`config.mk`:
```
export PLATFORM = sky130hd
export DESIGN_NAME = cmsdk_ahb_wrr_arbiter
export DESIGN_NICKNAME = d
export VERILOG_FILES = /design/src/rtl/cmsdk_ahb_pkg.sv /design/src/rtl/cmsdk_ahb_burst_tracker.sv /design/src/rtl/cmsdk_ahb_wrr_arbiter.sv
export SDC_FILE = /design/constraint.sdc
export NUM_CORES = 1
export LEC_CHECK = 0
export CORE_ASPECT_RATIO = 1.25
export CORE_MARGIN = 3
export CORE_UTILIZATION = 38
export CTS_CLUSTER_DIAMETER = 150
export DETAILED_ROUTE_END_ITERATION = 16
export SLEW_MARGIN = 0
export SYNTH_ARGS = -nofsm -noshare
export SYNTH_HDL_FRONTEND = slang
export SYNTH_HIERARCHICAL = 1
export SYNTH_SLANG_ARGS = --single-unit
export TNS_END_PERCENT = 100
```
`constraint.sdc`:
```
create_clock -name HCLK -period 5.95 [get_ports HCLK]
set_input_delay 1.19 -clock HCLK [delete_from_list [all_inputs] [get_ports HCLK]]
set_output_delay 1.19 -clock HCLK [all_outputs]
set_load 0.01 [all_outputs]
```
`src/rtl/cmsdk_ahb_pkg.sv`:
```
// Shared AHB encodings and burst-length constants for the bus-matrix arbiters.
// Pure definitions: no logic, no latency, no flow control.
package cmsdk_ahb_pkg;

  localparam logic [1:0] TRN_IDLE   = 2'b00;
  localparam logic [1:0] TRN_BUSY   = 2'b01;
  localparam logic [1:0] TRN_NONSEQ = 2'b10;
  localparam logic [1:0] TRN_SEQ    = 2'b11;

  localparam logic [2:0] BUR_SINGLE = 3'b000;
  localparam logic [2:0] BUR_INCR   = 3'b001;
  localparam logic [2:0] BUR_WRAP4  = 3'b010;
  localparam logic [2:0] BUR_INCR4  = 3'b011;
  localparam logic [2:0] BUR_WRAP8  = 3'b100;
  localparam logic [2:0] BUR_INCR8  = 3'b101;
  localparam logic [2:0] BUR_WRAP16 = 3'b110;
  localparam logic [2:0] BUR_INCR16 = 3'b111;

  // Beats still to follow after the first two of a fixed burst.
  localparam logic [3:0] REM_X16 = 4'd14;
  localparam logic [3:0] REM_X8  = 4'd6;
  localparam logic [3:0] REM_X4  = 4'd2;

endpackage

```
`src/rtl/cmsdk_ahb_burst_tracker.sv`:
```
// Tracks the burst in flight on an output port; next_hold is combinational from the current beat.
// State advances only when en (HREADYM) is high; with en low everything holds.
module cmsdk_ahb_burst_tracker (
  input  logic       clk,
  input  logic       reset,
  input  logic       en,
  input  logic       hsel,
  input  logic [1:0] htrans,
  input  logic [2:0] hburst,
  output logic       next_hold
);
  import cmsdk_ahb_pkg::*;

  logic [3:0] burst_remain;
  logic       burst_hold;
  logic [1:0] early_incr;
  logic [3:0] next_remain;
  logic [1:0] early_bump;
  logic [1:0] next_early;

  always_comb begin
    next_remain = burst_remain;
    next_hold   = burst_hold;
    early_bump  = early_incr;
    if (hsel && htrans == TRN_NONSEQ && burst_hold && early_incr != 2'd3)
      early_bump = early_incr + 2'd1;
    if (!hsel || htrans == TRN_IDLE) begin
      next_remain = '0;
      next_hold   = 1'b0;
    end else begin
      case (htrans)
        TRN_NONSEQ: begin
          case (hburst)
            BUR_INCR16, BUR_WRAP16: begin next_remain = REM_X16; next_hold = 1'b1; end
            BUR_INCR8,  BUR_WRAP8:  begin next_remain = REM_X8;  next_hold = 1'b1; end
            BUR_INCR4,  BUR_WRAP4:  begin next_remain = REM_X4;  next_hold = 1'b1; end
            // A new INCR that cut into a held sequence is not protected itself.
            BUR_INCR: begin next_remain = REM_X4; next_hold = (early_bump == 2'd0); end
            default:  begin next_remain = '0;     next_hold = 1'b0; end
          endcase
        end
        TRN_SEQ: begin
          if (burst_remain == '0) next_hold = 1'b0;
          else next_remain = burst_remain - 4'd1;
        end
        default: ;
      endcase
    end
    next_early = next_hold ? early_bump : 2'd0;
  end

  always_ff @(posedge clk) begin
    if (reset) begin
      burst_remain <= '0;
      burst_hold   <= 1'b0;
      early_incr   <= '0;
    end else if (en) begin
      burst_remain <= next_remain;
      burst_hold   <= next_hold;
      early_incr   <= next_early;
    end
  end

endmodule

```
`src/rtl/cmsdk_ahb_wrr_arbiter.sv`:
```
// Weighted round-robin output-port arbiter: grant registered one HREADYM edge after request.
// All state stalls while HREADYM is low; bursts and locked sequences are never split.
module cmsdk_ahb_wrr_arbiter #(
  parameter int NUM_PORTS = 4,
  parameter int PORT_W    = 2,
  parameter int CREDIT_W  = 4
) (
  input  logic                          HCLK,
  input  logic                          HRESET,
  input  logic [NUM_PORTS-1:0]          req_port,
  input  logic [NUM_PORTS*CREDIT_W-1:0] weight_cfg,
  input  logic                          HREADYM,
  input  logic                          HSELM,
  input  logic [1:0]                    HTRANSM,
  input  logic [2:0]                    HBURSTM,
  input  logic                          HMASTLOCKM,
  output logic [PORT_W-1:0]             addr_in_port,
  output logic                          no_port,
  output logic [CREDIT_W-1:0]           credit_remain
);
  import cmsdk_ahb_pkg::*;

  // Returns {found, index}; searches cur+1 .. cur, skipping indices >= NUM_PORTS.
  function automatic logic [PORT_W:0] rot_search(input logic [NUM_PORTS-1:0] req,
                                                  input logic [PORT_W-1:0]    cur);
    logic [PORT_W:0] res;
    int              idx;
    res = '0;
    for (int k = NUM_PORTS; k >= 1; k--) begin
      idx = (int'(cur) + k) % NUM_PORTS;
      if (req[PORT_W'(idx)]) res = {1'b1, PORT_W'(idx)};
    end
    return res;
  endfunction

  function automatic logic [PORT_W:0] lowest_req(input logic [NUM_PORTS-1:0] req);
    logic [PORT_W:0] res;
    res = '0;
    for (int k = NUM_PORTS - 1; k >= 0; k--)
      if (req[PORT_W'(k)]) res = {1'b1, PORT_W'(k)};
    return res;
  endfunction

  function automatic logic [CREDIT_W-1:0] weight_of(input logic [NUM_PORTS*CREDIT_W-1:0] cfg,
                                                    input logic [PORT_W-1:0]             p);
    logic [CREDIT_W-1:0] w;
    w = cfg[p*CREDIT_W +: CREDIT_W];
    return (w == '0) ? CREDIT_W'(1) : w;
  endfunction

  logic                next_hold;
  logic                beat;
  logic                exhausted;
  logic                arb_point;
  logic                found_rot;
  logic                found_low;
  logic [PORT_W-1:0]   rot_idx;
  logic [PORT_W-1:0]   low_idx;
  logic [PORT_W-1:0]   nxt_port;
  logic                nxt_no_port;
  logic                reload;
  logic [CREDIT_W-1:0] nxt_credit;

  cmsdk_ahb_burst_tracker u_burst_tracker (
    .clk       (HCLK),
    .reset     (HRESET),
    .en        (HREADYM),
    .hsel      (HSELM),
    .htrans    (HTRANSM),
    .hburst    (HBURSTM),
    .next_hold (next_hold)
  );

  always_comb begin
    beat      = HREADYM & HSELM & (HTRANSM == TRN_NONSEQ || HTRANSM == TRN_SEQ) & ~no_port;
    exhausted = (credit_remain == '0) || (beat && credit_remain == CREDIT_W'(1));
    arb_point = ~HMASTLOCKM & ~next_hold;
    {found_rot, rot_idx} = rot_search(req_port, addr_in_port);
    {found_low, low_idx} = lowest_req(req_port);

    nxt_port    = addr_in_port;
    nxt_no_port = no_port;
    reload      = 1'b0;
    if (arb_point) begin
      if (no_port) begin
        if (found_low) begin
          nxt_port    = low_idx;
          nxt_no_port = 1'b0;
          reload      = 1'b1;
        end
      end else if (exhausted || !HSELM) begin
        if (found_rot) begin
          nxt_port = rot_idx;
          reload   = (rot_idx != addr_in_port) || exhausted;
        end else if (HSELM) begin
          reload = 1'b1;
        end else begin
          nxt_no_port = 1'b1;
        end
      end
    end

    // A reload wins over a decrement on the same edge.
    if (reload)
      nxt_credit = weight_of(weight_cfg, nxt_port);
    else if (beat && credit_remain != '0)
      nxt_credit = credit_remain - CREDIT_W'(1);
    else
      nxt_credit = credit_remain;
  end

  always_ff @(posedge HCLK) begin
    if (HRESET) begin
      addr_in_port  <= '0;
      no_port       <= 1'b1;
      credit_remain <= '0;
    end else if (HREADYM) begin
      addr_in_port  <= nxt_port;
      no_port       <= nxt_no_port;
      credit_remain <= nxt_credit;
    end
  end

endmodule

```
==> results.json, run 1 <==
{
  "status": "completed",
  "tns_ns": 0,
  "relSlewSlack_pct": 50.7,
  "final_hold_viol_count": 0,
  "cts_tree": "done",
  "end_kind": "flop",
  "firstDrtPassIters": 4,
  "clockRootBuffer": "clkbuf_8",
  "p_leak_nw": 0.669,
  "ioPinCount": 37,
  "final_cell_mix": "36 x clkdlybuf4s50_1, 16 x nor2_1, 16 x a21oi_1",
  "rr_worst_depth": 11,
  "track_usage_pct": 18.0,
  "ir_drop_v": 0.0000669,
  "synth_top_cell_area_share_pct": 19.7,
  "met3_usage_pct": 1.74,
  "n_antenna_cell": 0,
  "syn_to_final_growth_pct": 31.0,
  "fin_crit_ns": 4.35,
  "pwr-share-comb_pct": 36.1,
  "reg2reg_from": "u_burst_tracker/early_incr[0]$_SDFFE_PP0P_",
  "wl_per_cell_um": 14.9,
  "cts.clk_slew.worst_paths_ns": 0.07,
  "drc_errors": 0,
  "core-area_mm2": 0.00354,
  "final_nets": 257,
  "clk_latency_ns": 0.26,
  "rsz0062_at_grt": "no",
  "p_switching_mw": 0.109,
  "cp_slowest_cell": "clkdlybuf4s50_1",
  "min_to": "u_burst_tracker/burst_remain[1]$_SDFFE_PP0P_",
  "via_count": 1579,
  "cp_common_cell": "and3_1",
  "clock.fmax_mhz": 230,
  "synth_cell_types": 54,
  "antenna_found_initial": 0,
  "setup_viol": 0,
  "hold_start": "u_burst_tracker/burst_remain[1]$_SDFFE_PP0P_",
  "grt_use_met1_pct": 21.5,
  "cp.arrival_ns": 4.55,
  "postSynthAreaPerCell_um2": 7.70,
  "die_h_um": 74.5,
  "synth_cells": 185,
  "syn-num-nets": 221,
  "cts_made_buffers": 3,
  "post-cts-setup-buffers": 0,
  "cp-start-kind": "primary input",
  "dp_hpwl_mm": 3.00,
  "die_area_mm2": 0.00453,
  "grt_max_degree": 17,
  "grt-busiest-layer": "met2",
  "drt_iter0_drc": 79,
  "cts-resized-gates": 0,
  "cp_slowest_stage_delay_ns": 0.72,
  "slew_viol_final": 0,
  "ys_ff_latch": 14,
  "synth-async-reset-ratio_pct": 0,
  "swShare_pct": 33.3,
  "synth_area_mm2": 0.00143,
  "synth_area_leaders": "dfxtp_1 20%, a21oi_1 5.6%, ha_1 5.3%, nor2_1 4.2%, nand2_1 3.7%",
  "place.gp.congestion": 0.802,
  "period_share_pct": 73.1,
  "rows": 24,
  "synth_flop_cell": "dfxtp_1",
  "wl_mm": 3.86,
  "dpl_cell_area_mm2": 0.00181,
  "path_max_fanout": 12,
  "rrSetupSlack_ns": 2.91,
  "use_met2_pct": 33.3,
  "cts_max_level": 1,
  "tightest_slew_ns": 0.737,
  "worstReg2RegEnd": "credit_remain[0]$_SDFFE_PP0P_",
  "cts_hold_buf": 0,
  "grt_pass1_vias": 1414,
  "antenna_left": 0,
  "numClockSinks": 14,
  "synth-edff-count": 0,
  "post-route-util_pct": 52.7,
  "clk_path_buf_depth": 2,
  "path_class": "in2reg",
  "fill_cells": 362,
  "clock-skew-final_ns": 0.000555,
  "post-route-cell-area_mm2": 0.00187,
  "mostFrequentLayoutCell": "clkdlybuf4s50_1",
  "required_ns": 6.15,
  "io_buffers": 36,
  "synth_warnings": 6,
  "drive_gt1_share_pct": 7.27,
  "powerDensity_mw_per_mm2": 176,
  "holdPathStages": 2,
  "synth_largest_area_cell": "dfxtp_1",
  "pwr-share-seq_pct": 33.4,
  "hold_path.class": "reg2reg",
  "initial_core_util_pct": 40.2,
  "cap_violations": 0,
  "vias_per_cell": 6.10,
  "overflow": 0,
  "p_int_mw": 0.219,
  "cp_cell_sequence": "clkdlybuf4s50_1 -> and3b_1 -> a311o_1 -> and3_1 -> o21ai_1 -> or3_1 -> a2111oi_0 -> o21ai_0 -> and3_1 -> o32ai_1 -> a41o_1",
  "grt_pass1_wl_mm": 6.32,
  "clockPowerShare_pct": 30.5,
  "fp.dieW_um": 60.8,
  "ys_seq_area_share_pct": 19.7
}
logic make-up (layout without fill, tap and decap cells):
logic type	count (synthesis)	count (layout)	share of synthesized area (%)
adder cells (fa/ha/maj)	7	7	5.97
AND/OR/NAND/NOR	82	82	31.9
buffers and inverters	13	48	3.69
AO/OA/AOI/OAI	62	62	33.4
flip-flops	14	14	19.7
multiplexers	7	7	5.44
stage by stage:
stage | cells | setup WS, ns | hold slack [ns] | power (mW)
2_1_floorplan | 185 | 2.36 | 0.457 | 0.182
3_3_place_gp | 255 | 1.46 | 0.481 | 0.228
3_5_place_dp | 255 | 1.36 | 0.487 | 0.230
4_1_cts | 259 | 1.60 | 0.498 | 0.329
5_1_grt | 259 | 1.30 | 0.521 | 0.348
6_report | 259 | 1.60 | 0.501 | 0.328
sequential cells by signal, summed over array words and instances, names as in the netlist:
signal and cells:
no_port 1, credit_remain 4, u_burst_tracker/burst_hold 1, u_burst_tracker/early_incr 2, addr_in_port 2, u_burst_tracker/burst_remain 4
synth_stat cells (2+ instances only):
cell type	count
buf_2	3
a311o_1	2
o211ai_1	4
nor2_1	16
mux2_2	2
o32ai_1	2
nand3_1	10
a2111o_1	2
and3_1	5
or3_1	3
a211oi_1	4
nand3b_1	3
a21o_1	2
nand2b_1	8
nor3b_1	4
inv_1	8
and2_1	6
nor3_1	2
o41ai_1	2
o21ai_0	10
a21oi_1	16
mux2i_1	4
a2111oi_1	2
nand2_1	14
o21ai_1	4
dfxtp_1	14
ha_1	6
worst max path at each step:
stage	from	end	slack (ns)	cells past startpoint
after global routing	HSELM	credit_remain[0]$_SDFFE_PP0P_	1.30	11
final	HSELM	credit_remain[0]$_SDFFE_PP0P_	1.60	11
after global placement	HSELM	credit_remain[0]$_SDFFE_PP0P_	1.46	11
after floorplan	HTRANSM[0]	credit_remain[1]$_SDFFE_PP0P_	2.36	9
after CTS	HSELM	credit_remain[0]$_SDFFE_PP0P_	1.60	11
after detailed placement	HSELM	credit_remain[0]$_SDFFE_PP0P_	1.36	11
per-layer routing:
metal  vias to the layer above  part of all wire (%)
met5                         -                     0
met1                       756                    42
met2                        40                    53
li1                        779                     -
met4                         0                  0.96
met3                         4                   4.6
power by group through the flow:
stage	registers (mW)	clock network, mW	logic (mW)
after floorplan	0.110	0	0.0724
after global placement	0.111	0	0.117
after detailed placement	0.112	0	0.118
after CTS	0.109	0.101	0.119
after global routing	0.111	0.105	0.132
final	0.110	0.0999	0.118
critical path: cells and delay by family:
family          cells  cell delay (ns)
buf+inv             1             0.72
compound gates      6             1.58
simple gates        4             1.05
area by class of cell:
type / instances / area [µm²] / area share [%]
sequential: 14 / 280 / 15.0
tap: 39 / 48.8 / 2.61
inverter: 8 / 30.0 / 1.61
multi-input combinational: 158 / 1090 / 58.5
timing repair buffer: 36 / 360 / 19.3
clock buffer: 4 / 55.1 / 2.95
Note: power is estimated with default switching activity, not from simulation.
==> run 2, diff against run 1 <==
--- a/config.mk
+++ b/config.mk
@@ -10,6 +10,7 @@
 export CORE_UTILIZATION = 38
 export CTS_CLUSTER_DIAMETER = 150
 export DETAILED_ROUTE_END_ITERATION = 16
+export PLACE_DENSITY = 0.67
 export SLEW_MARGIN = 0
 export SYNTH_ARGS = -nofsm -noshare
 export SYNTH_HDL_FRONTEND = slang
==> constraint.sdc (replaced) <==
create_clock -name HCLK -period 3.8 [get_ports HCLK]
set_input_delay 0.76 -clock HCLK [delete_from_list [all_inputs] [get_ports HCLK]]
set_output_delay 0.76 -clock HCLK [all_outputs]
set_load 0.01 [all_outputs]
==> run 2 against run 1 <==
Sequential share of layout area down 0.47 points. Clock skew up 0.0033 ns. Critical path type unchanged. Non-clock buffer count up 8.
==> results.json, run 2 (same netlist as run 1, synthesis figures left out) <==
{
  "final_hold_viol_count": 0,
  "relSlewSlack_pct": 54.6,
  "overflow": 0,
  "dp_hpwl_mm": 2.84,
  "via_count": 1550,
  "seq_area_um2": 280,
  "die_area_mm2": 0.00453,
  "p_leak_nw": 0.708,
  "tightest_slew_ns": 0.679,
  "n_antenna_cell": 0,
  "place_ws_ns": -0.00475,
  "cap_violations": 0,
  "cp_cell_sequence": "clkdlybuf4s50_1 -> and3b_1 -> a311o_1 -> and3_1 -> o21ai_1 -> or3_1 -> a2111o_1 -> nand2_1 -> mux2_2 -> o211ai_1 -> a21oi_1",
  "required_ns": 3.91,
  "drc_errors": 0,
  "status": "completed",
  "io_buffers": 36,
  "cts_tree": "done",
  "track_usage_pct": 16.6,
  "clock-skew-final_ns": 0.00383,
  "wl_per_cell_um": 13.8,
  "end_kind": "flop",
  "cts-resized-gates": 0,
  "post-route-util_pct": 54.4,
  "cts.clk_slew.worst_paths_ns": 0.07,
  "cp.arrival_ns": 3.65,
  "wl_mm": 3.68,
  "ir_drop_v": 0.000169,
  "cts_hold_buf": 0,
  "vias_per_cell": 5.81,
  "rows": 24,
  "ioPinCount": 37,
  "clock.fmax_mhz": 282,
  "cp_slowest_stage_delay_ns": 0.49,
  "rsz0062_at_grt": "no",
  "largestRegisters": "credit_remain (4), u_burst_tracker/burst_remain (4)",
  "setup_viol": 0,
  "timing.final.ws_setup_ns": 0.259,
  "fill_cells": 354,
  "path_class": "in2reg",
  "cts_max_level": 1,
  "mostFrequentLayoutCell": "clkdlybuf4s50_1",
  "grt_pass1_vias": 1420,
  "clockRootBuffer": "clkbuf_8",
  "firstDrtPassIters": 4,
  "drt_iter0_drc": 96,
  "final_cell_mix": "36 x clkdlybuf4s50_1, 16 x nor2_1, 16 x a21oi_1",
  "clk_path_buf_depth": 2,
  "path_max_fanout": 5,
  "syn_to_final_growth_pct": 35.2,
  "slew_viol_final": 0,
  "antenna_found_initial": 0,
  "grt_pass1_wl_mm": 5.96,
  "grt_max_degree": 17,
  "post-cts-setup-buffers": 0,
  "p_total_mw": 0.513,
  "fin_crit_ns": 3.54,
  "core-area_mm2": 0.00354,
  "multi_input_area_mm2": 0.00109,
  "clk_latency_ns": 0.25,
  "place.gp.congestion": 0.841,
  "cp-start-kind": "primary input",
  "final_nets": 265,
  "hold_path.class": "reg2reg",
  "die_h_um": 74.5,
  "powerDensity_mw_per_mm2": 266,
  "numClockSinks": 14,
  "cts_made_buffers": 3,
  "period_share_pct": 93.2,
  "cp_slowest_cell": "clkdlybuf4s50_1",
  "fp.dieW_um": 60.8,
  "antenna_left": 0,
  "initial_core_util_pct": 40.2,
  "drive_gt1_share_pct": 10.5
}
-- run 2: report_power, final --
group	switching, mW	internal [mW]	leakage [nW]
sequential	0.0151	0.157	0.115
combinational	0.0908	0.101	0.565
clock	0.0581	0.0918	0.0288
-- run 2: path summary, 6_finish.rpt --
| kind | startpoint | endpoint | slack [ns] | depth (start not counted) |
|---|---|---|---|---|
| max reg2reg | u_burst_tracker/early_incr[0]$_SDFFE_PP0P_ | credit_remain[2]$_SDFFE_PP0P_ | 0.86 | 11 |
| min | u_burst_tracker/burst_remain[1]$_SDFFE_PP0P_ | u_burst_tracker/burst_remain[1]$_SDFFE_PP0P_ | 0.49 | 2 |
| max | HTRANSM[1] | credit_remain[2]$_SDFFE_PP0P_ | 0.26 | 11 |
| min reg2reg | u_burst_tracker/burst_remain[1]$_SDFFE_PP0P_ | u_burst_tracker/burst_remain[1]$_SDFFE_PP0P_ | 0.49 | 2 |
-- run 2: worst max-delay path: cells and delay by family --
kind	cells	cell delay, ns
compound gates	5	1.07
buf+inv	1	0.49
mux	1	0.36
simple gates	4	0.96
-- run 2: per-stage QoR --
step	TNS, ns	hold WS [ns]	area [µm²]	instances
floorplan	0	0.457	1430	185
global placement	0	0.478	1870	263
detailed placement	-0.00667	0.482	1870	263
CTS	0	0.492	1930	267
global route	0	0.524	1930	267
finish	0	0.492	1930	267
-- run 2: layer usage --
metal | share of wire [%] | global-route usage (%)
met1 | 48 | 22.6
met2 | 48 | 27.5
met3 | 4.2 | 2.26
met4 | 0.46 | 4.34
met5 | 0 | 0
-- run 2: layout make-up --
cell class              count  share of cell area, %
clock buffers               4                   2.86
inverters                   8                   1.56
multi-input cells         158                   56.7
flip-flops and latches     14                   14.5
well taps                  39                   2.53
repair buffers             44                   21.8
==> run 3, diff against run 2 <==
--- a/config.mk
+++ b/config.mk
@@ -7,10 +7,9 @@
 export LEC_CHECK = 0
 export CORE_ASPECT_RATIO = 1.25
 export CORE_MARGIN = 3
-export CORE_UTILIZATION = 38
+export CORE_UTILIZATION = 35
 export CTS_CLUSTER_DIAMETER = 150
 export DETAILED_ROUTE_END_ITERATION = 16
-export PLACE_DENSITY = 0.67
 export SLEW_MARGIN = 0
 export SYNTH_ARGS = -nofsm -noshare
 export SYNTH_HDL_FRONTEND = slang
==> run 3 against run 2 <==
Fmax is 0.65% lower. Core utilization is 3.5 points lower. Critical path depth stayed put. Register-to-register slack worse by 0.05 ns. First-iteration DRC count is 17% higher. Non-clock buffer count is 1 higher. Sequential power hardly changed. Final cell count is 6.0% higher. Combinational power is 3% higher. Die area is 7.8% higher. Global-route usage is 0.11 points higher. Clock power hardly changed. Largest power group unchanged.
==> results.json, run 3 (same netlist as run 1, synthesis figures left out) <==
{
  "status": "completed",
  "rsz0062_at_grt": "no",
  "n_antenna_cell": 0,
  "rows": 25,
  "relSlewSlack_pct": 51.9,
  "required_ns": 3.91,
  "grt_max_degree": 17,
  "cts.clk_slew.worst_paths_ns": 0.06,
  "final_cell_mix": "36 x clkdlybuf4s50_1, 16 x nor2_1, 16 x a21oi_1",
  "timing.final.ws_setup_ns": 0.236,
  "ioPinCount": 37,
  "hold_path.class": "reg2reg",
  "hold_start": "u_burst_tracker/burst_remain[1]$_SDFFE_PP0P_",
  "io_buffers": 36,
  "cp_slowest_cell": "clkdlybuf4s50_1",
  "core-area_mm2": 0.00385,
  "powerDensity_mw_per_mm2": 265,
  "place.gp.congestion": 0.895,
  "hold_slack_ns": 0.510,
  "cts_tree": "done",
  "numClockSinks": 14,
  "wl_mm": 3.95,
  "min_to": "u_burst_tracker/burst_remain[1]$_SDFFE_PP0P_",
  "ir_drop_v": 0.000197,
  "die_area_mm2": 0.00488,
  "period_share_pct": 93.8,
  "tightest_slew_ns": 0.719,
  "holdPathStages": 2,
  "multi_input_area_mm2": 0.00110,
  "vias_per_cell": 5.48,
  "wl_per_cell_um": 14.0,
  "mostFrequentLayoutCell": "clkdlybuf4s50_1",
  "reg2reg_from": "u_burst_tracker/early_incr[0]$_SDFFE_PP0P_",
  "setup_viol": 0,
  "final_hold_viol_count": 0,
  "antenna_left": 0,
  "cp-start-kind": "primary input",
  "largestRegisters": "credit_remain (4), u_burst_tracker/burst_remain (4)",
  "cts_made_buffers": 3,
  "antenna_found_initial": 0,
  "p_total_mw": 0.518,
  "cp_cell_sequence": "clkdlybuf4s50_1 -> and3b_2 -> a311o_1 -> and3_1 -> o21ai_1 -> or3_1 -> a2111o_1 -> nand2_2 -> mux2_2 -> o211ai_1 -> a21oi_1",
  "cts_max_level": 1,
  "overflow": 0,
  "p_leak_nw": 0.713,
  "firstDrtPassIters": 4,
  "initial_core_util_pct": 37.0,
  "drt_iter0_drc": 112,
  "fp.dieW_um": 63.1,
  "cap_violations": 0,
  "cp.arrival_ns": 3.67,
  "cp_slowest_stage_delay_ns": 0.50,
  "clock-skew-final_ns": 0.00529,
  "path_class": "in2reg",
  "clockRootBuffer": "clkbuf_8",
  "rrSetupSlack_ns": 0.81,
  "worstReg2RegEnd": "credit_remain[2]$_SDFFE_PP0P_",
  "grt_pass1_wl_mm": 6.88,
  "syn_to_final_growth_pct": 37.3,
  "rr_worst_depth": 11,
  "via_count": 1550,
  "place_ws_ns": -0.102,
  "track_usage_pct": 16.8,
  "tns_ns": 0,
  "final_nets": 266,
  "clk_latency_ns": 0.25,
  "end_kind": "flop",
  "dp_hpwl_mm": 3.13,
  "post-route-util_pct": 50.9,
  "fill_cells": 380,
  "die_h_um": 77.3,
  "clock.fmax_mhz": 281,
  "path_max_fanout": 5,
  "slew_viol_final": 0,
  "clk_path_buf_depth": 2,
  "seq_area_um2": 280,
  "drive_gt1_share_pct": 11.8,
  "grt_pass1_vias": 1559,
  "fin_crit_ns": 3.56,
  "drc_errors": 0
}
[run 3: worst max-delay path: cells and delay by family]
family / cells / cell delay (ns)
AOI/OAI and AO/OA: 5 / 1.13
and+or+nand+nor: 4 / 0.93
buffers and inverters: 1 / 0.50
muxes: 1 / 0.35
[run 3: routing by layer]
layer  up-vias  GRT usage (%)  wire, µm
met5         -              0         0
met4         0           2.87        12
li1        792              -         -
met1       727           20.1      1760
met3         2           4.20       127
met2        29           30.2      2050
[run 3: report_power, final]
part           internal [mW]  leakage [nW]  total, mW  switching, mW
registers              0.157         0.115      0.172         0.0148
logic                  0.103         0.570      0.197         0.0945
clock network         0.0920        0.0288      0.150         0.0578
total                  0.351         0.713      0.518          0.167
[run 3: what timing repair did]
action | CTS | global route
setup buffers | 0 | 0
setup endpoints to repair | 0 | 4
resized for setup | 0 | 2
hold buffers | 0 | 0
[run 3: area by class of cell]
class,count,share of cell area [%]
well taps,54,3.45
clock buffers,4,2.81
flip-flops and latches,14,14.3
inverters,8,1.53
repair buffers,45,21.9
multi-input cells,158,56.0
[run 3: how the worst max path moves through the flow]
stage	start	endpoint	slack, ns	depth (start not counted)
3_5_place_dp	HSELM	credit_remain[2]$_SDFFE_PP0P_	-0.10	11
6_report	HSELM	credit_remain[2]$_SDFFE_PP0P_	0.24	11
4_1_cts	HSELM	credit_remain[2]$_SDFFE_PP0P_	0.14	11
5_1_grt	HTRANSM[0]	credit_remain[2]$_SDFFE_PP0P_	0.02	13
3_3_place_gp	HSELM	credit_remain[3]$_SDFFE_PP0P_	-0.01	11
2_1_floorplan	HTRANSM[0]	credit_remain[1]$_SDFFE_PP0P_	0.64	9
[run 3: per-stage QoR]
stage               instance area (µm²)  cells
finish                             1960    283
floorplan                          1430    185
CTS                                1950    283
detailed placement                 1900    279
global route                       1960    283
global placement                   1900    279
